### config.mk
export PLATFORM = sky130hd
export DESIGN_NAME = seq_gen_flat
export DESIGN_NICKNAME = d
export VERILOG_FILES = /design/src/rtl/seq_gen_if.sv /design/src/rtl/seq_gen.sv /design/src/flat_wrapper.sv
export SDC_FILE = /design/constraint.sdc
export NUM_CORES = 1
export LEC_CHECK = 0
export CAP_MARGIN = 0
export CORE_ASPECT_RATIO = 1.75
export CORE_MARGIN = 2
export CORE_UTILIZATION = 40
export DETAILED_ROUTE_END_ITERATION = 8
export PLACE_DENSITY = 0.66
export SLEW_MARGIN = 25
export SYNTH_ARGS = -nofsm -noshare
export SYNTH_HDL_FRONTEND = slang
export SYNTH_SLANG_ARGS = --single-unit
export TNS_END_PERCENT = 100
### constraint.sdc
create_clock -name clk -period 3.3 [get_ports clk]
set_clock_uncertainty 0.15 [all_clocks]
set_input_delay 0.33 -clock clk [delete_from_list [all_inputs] [get_ports clk]]
set_output_delay 0.33 -clock clk [all_outputs]
set_load 0.01 [all_outputs]
### src/rtl/seq_gen_if.sv
// Load handshake and serial output bundle for seq_gen.
// The master side supplies pattern/count/gap; the slave side is the generator.
interface seq_gen_if #(
  parameter int PAT_W = 4,
  parameter int CNT_W = 8,
  parameter int GAP_W = 4
);
  logic [PAT_W-1:0] pat_in;
  logic [CNT_W-1:0] rep_in;
  logic [GAP_W-1:0] gap_in;
  logic             load_valid;
  logic             load_ready;
  logic             abort;
  logic             seq_out;
  logic             seq_valid;
  logic             last_bit;
  logic             busy;

  modport master (
    output pat_in, rep_in, gap_in, load_valid, abort,
    input  load_ready, seq_out, seq_valid, last_bit, busy
  );

  modport slave (
    input  pat_in, rep_in, gap_in, load_valid, abort,
    output load_ready, seq_out, seq_valid, last_bit, busy
  );
endinterface

### src/rtl/seq_gen.sv
// Serial bit-sequence generator: shifts a loaded pattern out MSB-first,
// repeated rep times with an optional idle gap between repetitions.
//
// state   | meaning
// S_IDLE  | waiting for a load, line at IDLE_BIT
// S_SHIFT | driving pat_reg[idx] on seq_out
// S_GAP   | idle cycles between repetitions
module seq_gen #(
  parameter int   PAT_W    = 4,
  parameter int   CNT_W    = 8,
  parameter int   GAP_W    = 4,
  parameter logic IDLE_BIT = 1'b0
) (
  input  logic      clk,
  input  logic      reset_n,
  seq_gen_if.slave  bus
);

  localparam int IDX_W = $clog2(PAT_W);
  localparam logic [IDX_W-1:0] IDX_MAX = IDX_W'(PAT_W - 1);

  typedef enum logic [1:0] {
    S_IDLE  = 2'd0,
    S_SHIFT = 2'd1,
    S_GAP   = 2'd2
  } state_t;

  state_t           state_q, state_d;
  logic [PAT_W-1:0] pat_q, pat_d;
  logic [CNT_W-1:0] rep_q, rep_d;
  logic [GAP_W-1:0] gap_q, gap_d;
  logic [GAP_W-1:0] gcnt_q, gcnt_d;
  logic [IDX_W-1:0] idx_q, idx_d;

  always_ff @(posedge clk or negedge reset_n) begin
    if (!reset_n) begin
      state_q <= S_IDLE;
      pat_q   <= '0;
      rep_q   <= '0;
      gap_q   <= '0;
      gcnt_q  <= '0;
      idx_q   <= '0;
    end else begin
      state_q <= state_d;
      pat_q   <= pat_d;
      rep_q   <= rep_d;
      gap_q   <= gap_d;
      gcnt_q  <= gcnt_d;
      idx_q   <= idx_d;
    end
  end

  always_comb begin
    state_d = state_q;
    pat_d   = pat_q;
    rep_d   = rep_q;
    gap_d   = gap_q;
    gcnt_d  = gcnt_q;
    idx_d   = idx_q;
    if (bus.abort) begin
      // abort wins over everything, including a load in IDLE
      state_d = S_IDLE;
      rep_d   = '0;
      gcnt_d  = '0;
      idx_d   = '0;
    end else begin
      unique case (state_q)
        S_IDLE: begin
          if (bus.load_valid) begin
            pat_d   = bus.pat_in;
            rep_d   = (bus.rep_in == '0) ? CNT_W'(1) : bus.rep_in;
            gap_d   = bus.gap_in;
            idx_d   = IDX_MAX;
            state_d = S_SHIFT;
          end
        end
        S_SHIFT: begin
          if (idx_q != '0) begin
            idx_d = idx_q - IDX_W'(1);
          end else if (rep_q == CNT_W'(1)) begin
            state_d = S_IDLE;
            rep_d   = '0;
          end else begin
            rep_d = rep_q - CNT_W'(1);
            idx_d = IDX_MAX;
            if (gap_q != '0) begin
              state_d = S_GAP;
              gcnt_d  = gap_q;
            end
          end
        end
        S_GAP: begin
          gcnt_d = gcnt_q - GAP_W'(1);
          if (gcnt_q == GAP_W'(1)) begin
            state_d = S_SHIFT;
          end
        end
        default: state_d = S_IDLE;
      endcase
    end
  end

  // Outputs decode registered state only, so no input reaches an output
  always_comb begin
    bus.load_ready = 1'b0;
    bus.seq_valid  = 1'b0;
    bus.seq_out    = IDLE_BIT;
    bus.last_bit   = 1'b0;
    bus.busy       = 1'b1;
    unique case (state_q)
      S_IDLE: begin
        bus.load_ready = 1'b1;
        bus.busy       = 1'b0;
      end
      S_SHIFT: begin
        bus.seq_valid = 1'b1;
        bus.seq_out   = pat_q[idx_q];
        bus.last_bit  = (idx_q == '0) && (rep_q == CNT_W'(1));
      end
      default: ;
    endcase
  end

endmodule

### src/flat_wrapper.sv
// flat-port wrapper written by rule: the top's interface ports become plain ports
module seq_gen_flat 
#(
  parameter int   PAT_W    = 4,
  parameter int   CNT_W    = 8,
  parameter int   GAP_W    = 4,
  parameter logic IDLE_BIT = 1'b0
)
  (clk, reset_n, bus_pat_in, bus_rep_in, bus_gap_in, bus_load_valid, bus_abort, bus_load_ready, bus_seq_out, bus_seq_valid, bus_last_bit, bus_busy);
  seq_gen_if #(.PAT_W(PAT_W), .CNT_W(CNT_W), .GAP_W(GAP_W)) bus_i ();
  input  logic clk;
  input  logic reset_n;
  input wire logic [$bits(bus_i.pat_in)-1:0] bus_pat_in;
  input wire logic [$bits(bus_i.rep_in)-1:0] bus_rep_in;
  input wire logic [$bits(bus_i.gap_in)-1:0] bus_gap_in;
  input wire logic [$bits(bus_i.load_valid)-1:0] bus_load_valid;
  input wire logic [$bits(bus_i.abort)-1:0] bus_abort;
  output wire logic [$bits(bus_i.load_ready)-1:0] bus_load_ready;
  output wire logic [$bits(bus_i.seq_out)-1:0] bus_seq_out;
  output wire logic [$bits(bus_i.seq_valid)-1:0] bus_seq_valid;
  output wire logic [$bits(bus_i.last_bit)-1:0] bus_last_bit;
  output wire logic [$bits(bus_i.busy)-1:0] bus_busy;
  assign bus_i.pat_in = bus_pat_in;
  assign bus_i.rep_in = bus_rep_in;
  assign bus_i.gap_in = bus_gap_in;
  assign bus_i.load_valid = bus_load_valid;
  assign bus_i.abort = bus_abort;
  assign bus_load_ready = bus_i.load_ready;
  assign bus_seq_out = bus_i.seq_out;
  assign bus_seq_valid = bus_i.seq_valid;
  assign bus_last_bit = bus_i.last_bit;
  assign bus_busy = bus_i.busy;
  seq_gen #(.PAT_W(PAT_W), .CNT_W(CNT_W), .GAP_W(GAP_W), .IDLE_BIT(IDLE_BIT)) u_core (.clk(clk), .reset_n(reset_n), .bus(bus_i));
endmodule
=== Yosys cells after proc, flatten, opt, wreduce, memory -nomap -nowiden ===
Index checks and enable logic that the tools add are counted.

* $add $sub $neg: 3
* Order comparisons: 1
* Eq/ne operators: 11
* Muxes and demuxes: 30
* Bitwise logic cells: 1
* Reductions and logical operators: 13

{| class="wikitable"
|+ Operators by type and width
! operator !! number
|-
| $mux 8 || 5
|-
| $mux 2 || 10
|-
| $mux 4 || 4
|-
| $pmux 8 s2 || 1
|-
| $ne 3x3->1 const B || 3
|-
| $reduce_and 3->1 || 3
|-
| $eq 8x1->1 const B || 1
|-
| $logic_not 8->1 || 1
|-
| $pmux 4 s2 || 1
|-
| $reduce_and 4->1 || 2
|-
| $sub 8x1->8 const B || 1
|-
| $mux 1 || 6
|-
| $ne 3x2->1 const B || 2
|-
| $pmux 2 s3 || 1
|-
| $reduce_bool 3->1 || 2
|-
| $eq 4x1->1 const B || 1
|-
| $logic_not 2->1 || 2
|-
| $ne 4x2->1 const B || 1
|-
| $ne 4x3->1 const B || 1
|-
| $pmux 2 s2 || 1
|-
| $reduce_bool 4->1 || 1
|-
| $sub 4x1->4 const B || 1
|-
| $lt 2x3->1 const B || 1
|-
| $bmux 1 s2 || 1
|-
| other kinds (6) || 6
|}

* Register bits after elaboration: 24
* Input port bits: 20
* Output and inout bits: 5
* Logic and storage cells: 65

=== Depth between registers and ports, before layout ===
* Depth in word-level cells: 6
* Mapped depth: 7
* Depth with buffers taken out: 6

=== Worst setup path after synthesis ===
No wires, ideal clock.

* Kind: reg2reg
* Start point: register u_core.state_q[0]
* End point: register u_core.gap_q[0]
* Library setup time: 0.125 ns
* Arrival: 1.579 ns
* Required time: 3.025 ns
* Setup slack: 1.447 ns
* Cell stages (with the launch flop): 7
* Buffers on the path: 2
* Period minus slack after synthesis: 1.853 ns
* Cells stage by stage: dfrtp_1 buf_2 or2_2 inv_1 and3_1 buf_4 mux2_2

* Word-level cells in the longest chain between the ends: 2

{| class="wikitable"
|+ RTL lines
! item !! RTL line !! text
|-
| start, declared || seq_gen.sv:28 || <nowiki>state_t state_q, state_d;</nowiki>
|-
| start signal, assigned || seq_gen.sv:44 || <nowiki>state_q <= state_d;</nowiki>
|-
| $logic_not 2->1 || seq_gen.sv:67 || <nowiki>unique case (state_q)</nowiki>
|-
| $reduce_and 3->1 (no source line) || -- ||
|-
| end signal, assigned || seq_gen.sv:47 || <nowiki>gap_q <= gap_d;</nowiki>
|-
| end, declared || seq_gen.sv:31 || <nowiki>logic [GAP_W-1:0] gap_q, gap_d;</nowiki>
|}

Every way passes these cells.
A chain may end at the register's enable or synchronous reset.

=== Final worst setup path ===
* Start point: register u_core.rep_q[1]
* End point: output port bus_last_bit

* Word-level cells in the longest chain between the ends: 3

{| class="wikitable"
|+ RTL lines
! item !! RTL line !! text
|-
| start, declared || seq_gen.sv:30 || <nowiki>logic [CNT_W-1:0] rep_q, rep_d;</nowiki>
|-
| start signal, assigned || seq_gen.sv:46 || <nowiki>rep_q <= rep_d;</nowiki>
|-
| $eq 8x1->1 || seq_gen.sv:118 || <nowiki>bus.last_bit = (idx_q == '0) && (rep_q == CNT_W'(1));</nowiki>
|-
| $logic_and 1x1->1 || seq_gen.sv:118 ||
|-
| $mux 1 || seq_gen.sv:110 || <nowiki>unique case (state_q)</nowiki>
|-
| end, declared || flat_wrapper.sv:21 || <nowiki>output wire logic [$bits(bus_i.last_bit)-1:0] bus_last_bit;</nowiki>
|}

Every way passes these cells.

==> out/results.ini <==
[grt]
grt_overflow_total=0
use_met2=0.3529
grtUsageMet1=0.2083
grt_max_degree=25
grt_use_total=0.1894
antenna_found_initial=0
grtUsageMet3=0.02091
grt-busiest-layer=met2
grt_pass1_vias=1355
grt_pass1_wl_mm=6.334

[flow_run]
maxCapViolations=0

[sta]
period_share=0.8283
hold_viol_final=0
rsz0062_at_grt=false
relSlewSlack=0.5063
whs_ps=259.9
fmaxAchievable_mhz=365.8
setup_slack_ps=566.5
slew_violations=0
tightest_slew_ps=733.8
fin_tns_setup_ps=0
finalCriticalPeriod_ps=2734
setup_viol=0

[yosys]
syn_avg_cell_area_um2=9.920
synth.top_cell.area_share=0.3931
ys_seq_elements=24
post-synth-top-count-cell=dfrtp_1
netlist_top_cells_area=dfrtp_1 39%, mux2_2 5.2%, ha_1 4.1%
synth_xor_area_frac=0
ys_seq_area_frac=0.3931
synth_cell_types=50
synthCells=154
ys_warn_count=0
synth_compound_area_frac=0.2367
synth-edff-count=0
synthSimpleGateAreaFrac=0.1638
synth_top_family_by_area=compound AO/OA/AOI/OAI gates
synth_top_cell_by_area=dfrtp_1
synth_commonest_cells=24 x dfrtp_1, 13 x inv_1, 10 x a21oi_1
muxShareOfSynthArea=0.1024
async_flop_share=1.000
synth_area_mm2=0.001528
synth_ff_type=dfrtp_1
synth_fa_ha_area_frac=0.04095
syn_nets=179

[clock_network]
htree_levels=1
numCtsBuffers=3
cts-root-buf=clkbuf_8
cts_buffer_depth=2
cts_resized=0
cts_tree=yes
clk_latency_ps=270
ctsHoldBuffers=0
cts.reportedPaths.clkPinSlew_ps=90
cts_setup_buffers=0
cts_sinks=24

[route]
drt-total-wl_mm=3.703
wl_per_cell_um=16.68
firstDrtPassIters=4
drt.antenna.violating_nets=0
drtIter0Drc=15
drc=0
num_vias=1323
via_per_inst=5.959

[power_and_ir_drop]
p_per_area_mw_per_mm2=864.2
p_leak_nw=0.7483
peakVddDrop_uv=490.5

[worst_setup_path]
critPathArrivalTime_ps=2250
crit_required_ps=2820
path_class=reg -> out
cp-start-kind=flip-flop
endpoint_kind=primary output
path_max_fanout=7

[finish]
antenna_cells=0
design_area_mm2=0.001844
post-route-util=0.5083
drive_gt1_frac=0.1193
area_delta_synth_final_pct=20.72
fin_nets=202

[floorplanning]
start_util=0.4210
fp.dieW_um=50.72
die_area_mm2=0.004349
core_area_mm2=0.003628
io_pins=25
row_count=29
die_h_um=85.76

[outcome]
status=complete, no violations

[worst_hold_path]
min_path_type=in -> async

[place]
gp_congestion=0.9418
place_area_mm2=0.001789
dp_slack_ps=861.0
port_buffers=24
dp_hpwl_mm=2.857

==> flip-flops by register name, summed over array words and instances (netlist names) <==
| signal | flops |
|---|---|
| u_core.gap_q | 4 |
| u_core.gcnt_q | 4 |
| u_core.idx_q | 2 |
| u_core.pat_q | 4 |
| u_core.rep_q | 8 |
| u_core.state_q | 2 |
==> final timing paths <==
kind                                             start                           end  slack, ps  cells past startpoint
min in group clk           u_core.pat_q[3]$_DFFE_PN0P_   u_core.pat_q[3]$_DFFE_PN0P_        360                      1
setup reg to reg           u_core.idx_q[0]$_DFFE_PN0P_   u_core.rep_q[6]$_DFFE_PN0P_       1140                      6
setup / recovery           u_core.rep_q[1]$_DFFE_PN0P_                  bus_last_bit        570                      6
max in group asynchronous                      reset_n   u_core.rep_q[2]$_DFFE_PN0P_       2490                      2
hold / removal                                 reset_n  u_core.gcnt_q[1]$_DFFE_PN0P_        260                      2
hold reg to reg            u_core.pat_q[3]$_DFFE_PN0P_   u_core.pat_q[3]$_DFFE_PN0P_        360                      1
==> layer usage <==
metal	vias to the layer above	routed length, um
li1	631	-
met1	648	1489
met2	37	2014
met3	7	120
met4	0	79
met5	-	0
==> cells in the final DEF, fill, tap and decap left out, types with 4 or more instances in the layout <==
cell / instances
o211ai_1: 4
a21oi_1: 10
mux2_2: 7
inv_1: 13
o2bb2ai_1: 7
a32oi_1: 4
o21ai_0: 8
clkdlybuf4s50_1: 24
clkbuf_8: 4
mux2i_1: 4
ha_1: 5
dfrtp_1: 24
nand2_1: 5
nor2_1: 8
==> critical path, stage by stage (launching register included) <==
cell and delay [ps]:
dfrtp_1 380, inv_1 110, ha_1 160, nor3b_2 460, nand3_1 180, nor2_1 140
clkdlybuf4s50_1 550
==> through the flow <==
step | cells | total power, mW
6_report | 222 | 1.594
5_1_grt | 222 | 1.723
4_1_cts | 222 | 1.594
3_5_place_dp | 218 | 1.387
3_3_place_gp | 218 | 1.368
2_1_floorplan | 154 | 1.155
==> cell type report <==
cell class	count	area, um^2
flip-flops and latches	24	600.6
inverters	14	52.55
well taps	46	57.56
clock buffers	4	55.05
repair buffers	25	247.7
fillers	332	1784
multi-input cells	109	830.8
==> logic make-up (layout without fill, tap and decap cells) <==
logic type,after synthesis,count (layout)
AO/OA/AOI/OAI,50,50
AND/OR/NAND/NOR,41,41
flip-flops,24,24
buffers and inverters,21,43
multiplexers,13,13
adder cells (fa/ha/maj),5,5
==> power by group <==
group / internal, mW / switching [mW] / total, mW / leakage, nW
sequential: 0.425 / 0.160 / 0.584 / 0.302
combinational: 0.382 / 0.425 / 0.807 / 0.418
clock: 0.107 / 0.0954 / 0.202 / 0.0288
(Power assumes the default switching activity.)
